--- config.mk ---
export PLATFORM = sky130hd
export DESIGN_NAME = imem_ctrl
export DESIGN_NICKNAME = d
export VERILOG_FILES = /design/src/rtl/imem_ctrl.sv
export SDC_FILE = /design/constraint.sdc
export NUM_CORES = 1
export LEC_CHECK = 0
export CELL_PAD_IN_SITES_DETAIL_PLACEMENT = 2
export CELL_PAD_IN_SITES_GLOBAL_PLACEMENT = 2
export CORE_MARGIN = 3
export CORE_UTILIZATION = 11
export CTS_CLUSTER_DIAMETER = 120
export DETAILED_ROUTE_END_ITERATION = 8
export PLACE_DENSITY = 0.9
export SETUP_SLACK_MARGIN = 0.05
export SLEW_MARGIN = 20
export SYNTH_ARGS = -nofsm -noshare
export SYNTH_HDL_FRONTEND = slang
export SYNTH_SLANG_ARGS = --single-unit
--- constraint.sdc ---
create_clock -name clk -period 5.38 [get_ports clk]
set_clock_uncertainty 0.1 [all_clocks]
set_input_delay 1.076 -clock clk [delete_from_list [all_inputs] [get_ports clk]]
set_output_delay 1.076 -clock clk [all_outputs]
set_load 0.02 [all_outputs]
--- src/rtl/imem_ctrl.sv ---
// ============================================================================
// Module      : imem_ctrl
// Description : Instruction RAM controller. It loads a program from a word
//               stream while holding the CPU, then arbitrates the single RAM
//               port between CPU fetch and debug reads.
//               Build option IMEM_CTRL_BOOTROM_EN: reset enters the run state
//               directly, and the RAM model is expected to be preloaded.
// Revision    : 1.0 - initial release
// ============================================================================
`default_nettype none

module imem_ctrl #(
    parameter int DEPTH       = 64,
    parameter int AW          = 6,
    parameter int DBG_MAXWAIT = 8
) (
    input  logic          clk,
    input  logic          reset,
    input  logic          ld_start,
    input  logic          ld_valid,
    input  logic [31:0]   ld_data,
    input  logic          ld_last,
    output logic          ld_ready,
    output logic          cpu_hold,
    input  logic          cpu_req,
    input  logic [31:0]   cpu_addr,
    output logic          cpu_stall,
    output logic          cpu_valid,
    output logic [31:0]   cpu_rdata,
    output logic          cpu_err,
    input  logic          dbg_req,
    input  logic [AW-1:0] dbg_addr,
    output logic          dbg_gnt,
    output logic          dbg_valid,
    output logic [31:0]   dbg_rdata,
    output logic          ram_en,
    output logic          ram_we,
    output logic [AW-1:0] ram_addr,
    output logic [31:0]   ram_wdata,
    input  logic [31:0]   ram_rdata
);

    localparam int WW = $clog2(DBG_MAXWAIT + 1);
    localparam logic [WW-1:0] C_WAIT_MAX   = WW'(DBG_MAXWAIT);
    localparam logic [WW-1:0] C_WAIT_FORCE = WW'(DBG_MAXWAIT - 1);
    localparam logic [AW-1:0] C_LAST_PTR   = AW'(DEPTH - 1);

    typedef enum logic [1:0] {
        S_HOLD = 2'd0,
        S_LOAD = 2'd1,
        S_RUN  = 2'd2
    } state_t;

`ifdef IMEM_CTRL_BOOTROM_EN
    localparam state_t C_RST_STATE = S_RUN;
    localparam logic   C_RST_HOLD  = 1'b0;
`else
    localparam state_t C_RST_STATE = S_HOLD;
    localparam logic   C_RST_HOLD  = 1'b1;
`endif

    state_t        r_state;
    logic [AW-1:0] r_ptr;
    logic [WW-1:0] r_wait;
    logic          r_cpu_hold;
    logic          r_cpu_valid;
    logic          r_cpu_err;
    logic          r_dbg_valid;

    logic          w_run;
    logic          w_load;
    logic          w_cpu_oor;
    logic          w_force;
    logic          w_dbg_gnt;
    logic          w_cpu_gnt;
    logic          w_ld_wr;
    logic          w_unused;

    // Byte-offset bits carry no information for word fetches.
    assign w_unused = ^cpu_addr[1:0];

    always_comb begin
        w_run     = (r_state == S_RUN);
        w_load    = (r_state == S_LOAD);
        w_cpu_oor = |cpu_addr[31:AW+2];
        // Forced on the DBG_MAXWAIT-th waiting cycle: the counter holds the
        // number of cycles already lost, so this cycle would be the last one.
        w_force   = dbg_req && (r_wait == C_WAIT_FORCE);
        w_dbg_gnt = w_run && dbg_req && (!cpu_req || w_force);
        w_cpu_gnt = w_run && cpu_req && !w_dbg_gnt;
        w_ld_wr   = w_load && ld_valid && !ld_start;
    end

    always_comb begin
        ram_en    = 1'b0;
        ram_we    = 1'b0;
        ram_addr  = '0;
        ram_wdata = '0;
        if (w_ld_wr) begin
            ram_en    = 1'b1;
            ram_we    = 1'b1;
            ram_addr  = r_ptr;
            ram_wdata = ld_data;
        end else if (w_dbg_gnt) begin
            ram_en    = 1'b1;
            ram_addr  = dbg_addr;
        end else if (w_cpu_gnt && !w_cpu_oor) begin
            ram_en    = 1'b1;
            ram_addr  = cpu_addr[AW+1:2];
        end
    end

    assign ld_ready  = w_load && !ld_start;
    assign cpu_hold  = r_cpu_hold;
    assign cpu_stall = cpu_req && !w_cpu_gnt;
    assign dbg_gnt   = w_dbg_gnt;
    assign cpu_valid = r_cpu_valid;
    assign cpu_err   = r_cpu_err;
    assign dbg_valid = r_dbg_valid;
    // RAM data arrives one cycle after the grant; gate it so idle cycles read 0.
    assign cpu_rdata = (r_cpu_valid && !r_cpu_err) ? ram_rdata : 32'd0;
    assign dbg_rdata = r_dbg_valid ? ram_rdata : 32'd0;

    always_ff @(posedge clk or negedge reset) begin
        if (!reset) begin
            r_state     <= C_RST_STATE;
            r_cpu_hold  <= C_RST_HOLD;
            r_ptr       <= '0;
            r_wait      <= '0;
            r_cpu_valid <= 1'b0;
            r_cpu_err   <= 1'b0;
            r_dbg_valid <= 1'b0;
        end else begin
            r_cpu_valid <= w_cpu_gnt;
            r_cpu_err   <= w_cpu_gnt && w_cpu_oor;
            r_dbg_valid <= w_dbg_gnt;

            if (w_dbg_gnt) begin
                r_wait <= '0;
            end else if (w_run && dbg_req && (r_wait != C_WAIT_MAX)) begin
                r_wait <= r_wait + 1'b1;
            end

            case (r_state)
                S_HOLD: begin
                    if (ld_start) begin
                        r_state <= S_LOAD;
                        r_ptr   <= '0;
                    end
                end
                S_LOAD: begin
                    if (ld_start) begin
                        r_ptr <= '0;
                    end else if (ld_valid) begin
                        r_ptr <= r_ptr + 1'b1;
                        if (ld_last || (r_ptr == C_LAST_PTR)) begin
                            r_state    <= S_RUN;
                            r_cpu_hold <= 1'b0;
                        end
                    end
                end
                S_RUN: begin
                    if (ld_start) begin
                        r_state    <= S_LOAD;
                        r_ptr      <= '0;
                        r_cpu_hold <= 1'b1;
                    end
                end
                default: begin
                    r_state    <= S_HOLD;
                    r_cpu_hold <= 1'b1;
                end
            endcase
        end
    end

endmodule

`default_nettype wire

==> results of run 1 <==
==> path summary, 6_finish.rpt <==
| check | start | endpoint | slack [ps] | cells past startpoint |
|---|---|---|---|---|
| setup / recovery | ld_start | ram_addr[2] | 850 | 7 |
| hold / removal | cpu_hold | cpu_hold | 450 | 2 |
| setup reg to reg | r_wait[0] | r_wait[3] | 3690 | 5 |
| hold reg to reg | cpu_hold | cpu_hold | 450 | 2 |
| max in group asynchronous | reset | r_ptr[2] | 3510 | 1 |
| min in group asynchronous | reset | r_state[1] | 1180 | 1 |
==> worst max-delay path, cell delays in order <==
cell	delay (ps)
clkdlybuf4s50_1	500
nand2b_1	290
nor3_4	210
buf_4	350
a22o_1	210
a21o_1	90
clkdlybuf4s50_1	620
==> routing by layer <==
layer	wire, um	GRT usage [%]	share of wire, %
met1	3620	12.2	35
met2	5620	25.1	55
met3	929	3.38	9.1
met4	39	1.31	0.38
met5	0	0	0
==> sequential cells by signal (all words and copies together), names as in the netlist <==
register / cells
r_wait: 4
r_ptr: 6
cpu_valid: 1
r_state: 2
cpu_hold: 1
cpu_err: 1
dbg_valid: 1
==> power breakdown <==
group,switching [uW],internal (uW),total [uW]
Sequential,11.8,133,144
Clock,50.5,101,151
Combinational,95.7,139,234
==> layout make-up <==
cell class / instances / area (um2)
fill: 1598 / 10100
clock buffer: 4 / 78.8
timing repair buffer: 219 / 2190
multi-input combinational: 180 / 1160
tap: 180 / 225
sequential: 16 / 402
inverter: 5 / 18.8
==> synth_stat cells (3+ instances only) <==
master     n
nand2_1    9
and2_1    98
a22o_1     9
a21oi_1    6
inv_1      5
nor2b_1    4
nand3b_1   4
nor2_1     6
clkbuf_1   9
a21o_1     7
dfrtp_1   15
ha_1       3
o21ai_0    5
nor4_1     7
==> logic make-up (layout without fill, tap and decap cells) <==
kind of cell	Yosys count	in the layout	share of synthesized area [%]
AOI/OAI and AO/OA	30	30	12.8
xor gates and xnor gates	2	2	1.07
adders and majority gates	3	3	2.29
buffers and inverters	16	228	4.58
DFF	16	16	24.5
muxes	2	2	1.37
and+or+nand+nor	143	143	53.4
==> per-stage QoR <==
stage               setup WS (ps)  cell area, um2
CTS                           769            4070
global placement              808            3990
finish                        848            4070
detailed placement            776            3990
global route                  560            4070
floorplan                    2080            1640
==> results.md, run 1 <==
* Outcome: finished, final reports clean
* Port buffer count at 217
* Layout Cells excl Fill at 604
* PwrDens at 130 nW/um2
* Mapped cell area at 1640 um2
* DP Cell Count at 600
* Final core occ at 28.7%
* Crit start category: input port
* Initial core utilization at 11.5%
* IO Pins at 220
* Tot GR Track Use at 12.1%
* Largest area contributor in the netlist: and2_1
* H-tree levels at 1
* Total CTS buffers at 3
* Clk slew on worst S/H paths at 50 ps
* Die height at 128 um
* Ratio of cells with drive above 1 in the final layout at 3.07%
* Top cells by area in the synthesized netlist: and2_1 37%, dfrtp_1 23%, a22o_1 4.8%, a21o_1 3.2%, nor4_1 2.7%
* Vias in the first global route at 2799
* First-pass GRT wire length at 15600 um
* Pwr Total at 530 uW
* Final hold vios at 0
* Nets@finish at 537
* Most common cell after layout, fill and taps aside: clkdlybuf4s50_1
* Unrepaired setup endpoints after global routing: no
* Post-CTS Setup Inserts at 0
* Wirelength per Cell at 16.9 um
* Fin crit period at 4530 ps
* Cells after Synth at 212
* Async S/R FF share, synth at 100%
* Max Fclk at 221 MHz
* Ys Warns at 0
* CTS tree: done
* P&R area growth vs syn at 149%
* Final max-slew violation count at 0
* DR vias/cell at 3.98
* DP Wirelength at 9030 um
* WS Path Type: input port to output pin
* Cell Rows at 43
* Core ar. at 14200 um2
* Die Footprint at 16400 um2
* Clock latency on the worst-skew pair at 250 ps
* EDFF count, synth at 0
* Min-Delay Path Class: register to register
* Most frequent cells in the layout: 217 x clkdlybuf4s50_1, 98 x and2_1, 15 x dfrtp_1, 9 x nand2_1, 9 x a22o_1
* Vias at 2403
* Root Driver: clkbuf_16
* Antenna diode count at 0
* Fin crit share at 84.2%
* Dominant synthesized flop cell: dfrtp_1
* CTS Hold Buffers Added at 0
* Slew margin rel. at 48.1%
* Worst slew pin tran at 776 ps
* Clock Sink Count at 16
* Setup TNS at 0 ps
* 1st-iter DRT viols at 43
* GPL Wtd Cong at 0.768
* Register bit total from synthesis at 16
* Drt pass-1 iters at 4
* CP endpoint kind: output pin
* Maximum VDD drop at 0.0868 mV
* Setup Viol. Count Final at 0
* Initial antenna violation count at 0
* CTS max path bufs at 2
* Sequential-to-total area share from yosys stat at 24.5%
* Distinct cells, synth at 32
* Fin Hold WS at 449 ps
* Die width at 128 um
* Leak Pwr at 0.00162 uW
* Required @ worst endpoint at 4200 ps
* Post-route ant nets at 0
* Routed WL at 10200 um
* Syn_nets at 324
* Critical path arrival at 3360 ps
* Top cell type's share of synthesized area at 37.4%
* Crit path max fanout at 44
* Syn_area_per_cell at 7.73 um2
* CTS resizes at 0
* Largest net degree at the start of global routing at 45
* Max cap viols at 0
* DRC errors left at 0
* Gr ovfl total at 0
Note: power is estimated with default switching activity, not from simulation.
==> inputs of run 2 (changes only) <==
==> constraint.sdc (replaced) <==
create_clock -name clk -period 4.7 [get_ports clk]
set_clock_uncertainty 0.1 [all_clocks]
set_input_delay 0.94 -clock clk [delete_from_list [all_inputs] [get_ports clk]]
set_output_delay 0.94 -clock clk [all_outputs]
set_load 0.02 [all_outputs]
==> results.md, run 2 (same netlist as run 1, synthesis figures left out) <==
* PwrDens at 152 nW/um2
* Port buffer count at 217
* Cell Rows at 43
* Fin crit period at 4170 ps
* Die Footprint at 16400 um2
* Crit start category: input port
* Worst slew pin tran at 789 ps
* Seq pwr share at 26.7%
* Largest regs: r_ptr (6), r_wait (4), r_state (2)
* Slew margin rel. at 47.4%
* Comb pwr share at 43.5%
* Min-Delay Path Class: register to register
* CTS tree: done
* Leak Pwr at 0.00164 uW
* Setup TNS at 0 ps
* Largest net degree at the start of global routing at 45
* Clock Sink Count at 16
* Largest register FFs at 6
* 1st-iter DRT viols at 44
* CP endpoint kind: output pin
* Tot GR Track Use at 12.1%
* Routed WL at 10200 um
* Total CTS buffers at 3
* CTS resizes at 0
* Ratio of cells with drive above 1 in the final layout at 3.53%
* Die height at 128 um
* P&R area growth vs syn at 150%
* H-tree levels at 1
* CTS Hold Buffers Added at 0
* Vias at 2417
* Initial antenna violation count at 0
* Most common cell after layout, fill and taps aside: clkdlybuf4s50_1
* Cell Int Power at 442 uW
* Root Driver: clkbuf_16
* Wirelength per Cell at 16.9 um
* Switch Pwr at 180 uW
* Critical path arrival at 3130 ps
* First-pass GRT wire length at 15600 um
* Switching Fraction at 28.9%
* Required @ worst endpoint at 3660 ps
* Die width at 128 um
* Unrepaired setup endpoints after global routing: no
* Post-route ant nets at 0
* Most frequent cells in the layout: 217 x clkdlybuf4s50_1, 98 x and2_1, 15 x dfrtp_1, 9 x nand2_1, 9 x a22o_1
* CTS max path bufs at 2
* DR vias/cell at 4.00
* GPL Wtd Cong at 0.769
* Post-CTS Setup Inserts at 0
* Setup Viol. Count Final at 0
* Gr ovfl total at 0
* Antenna diode count at 0
* Initial core utilization at 11.5%
* Final hold vios at 0
* Clock latency on the worst-skew pair at 250 ps
* Outcome: finished, final reports clean
* DRC errors left at 0
* Maximum VDD drop at 0.141 mV
* Clk pwr share at 29.7%
* Final core occ at 28.9%
* DP Wirelength at 8980 um
* Max cap viols at 0
* Fin crit share at 88.7%
* Final max-slew violation count at 0
* Core ar. at 14200 um2
* Reg with most FFs: r_ptr
* WS Path Type: input port to output pin
* Nets@finish at 538
* Drt pass-1 iters at 4
* Crit path max fanout at 44
* Clk slew on worst S/H paths at 50 ps
* IO Pins at 220
* Vias in the first global route at 2744
* Max Fclk at 240 MHz
==> run 2: changes by cell type in the layout (fill, tap and decap cells not counted) <==
cell,change
clkbuf_8,+1
clkbuf_1,-1
buf_12,+1
==> run 2: worst max-delay path, stage by stage <==
cell	delay, ps
clkdlybuf4s50_1	510
a21oi_1	460
nor3_4	70
buf_12	190
a22o_1	240
a21o_1	150
clkdlybuf4s50_1	550
==> run 2: power groups by stage <==
stage | clock network (uW) | logic [uW] | registers (uW)
4_1_cts | 190 | 277 | 166
2_1_floorplan | 0 | 98.1 | 168
3_3_place_gp | 0 | 266 | 166
6_report | 185 | 271 | 166
5_1_grt | 197 | 293 | 168
3_5_place_dp | 0 | 275 | 168
==> run 2: routing by layer <==
metal | share of wire, % | vias up | wire [um] | track usage (%)
li1 | - | 1129 | - | -
met1 | 34 | 1122 | 3530 | 11.8
met2 | 55 | 156 | 5610 | 24.9
met3 | 9.5 | 10 | 976 | 3.62
met4 | 1.2 | 0 | 123 | 2.00
met5 | 0 | - | 0 | 0
==> run 2: final timing paths <==
kind	startpoint	endpoint	slack, ps	cells after the start
hold reg to reg	cpu_hold	cpu_hold	440	2
min in group asynchronous	reset	r_ptr[3]	1040	1
setup reg to reg	r_wait[0]	r_wait[3]	3010	5
max in group asynchronous	reset	r_ptr[0]	2990	1
hold / removal	cpu_hold	cpu_hold	440	2
setup / recovery	ld_start	ram_addr[2]	530	7
==> run 2: per-stage QoR <==
stage	setup WS [ps]	hold slack (ps)	total power, uW	cells	area, um2
after floorplan	1680	390	266	212	1640
after global placement	636	413	433	601	4010
after detailed placement	528	441	444	601	4010
after CTS	503	448	633	605	4100
after global routing	429	478	658	605	4100
final	529	440	622	605	4100
==> run 2: cell type report <==
| type | count | area (um2) |
|---|---|---|
| Tap cell | 180 | 225 |
| Fill cell | 1598 | 10100 |
| Multi-Input combinational cell | 180 | 1160 |
| Clock buffer | 4 | 88.8 |
| Sequential cell | 16 | 402 |
| Inverter | 5 | 18.8 |
| Timing Repair Buffer | 220 | 2210 |
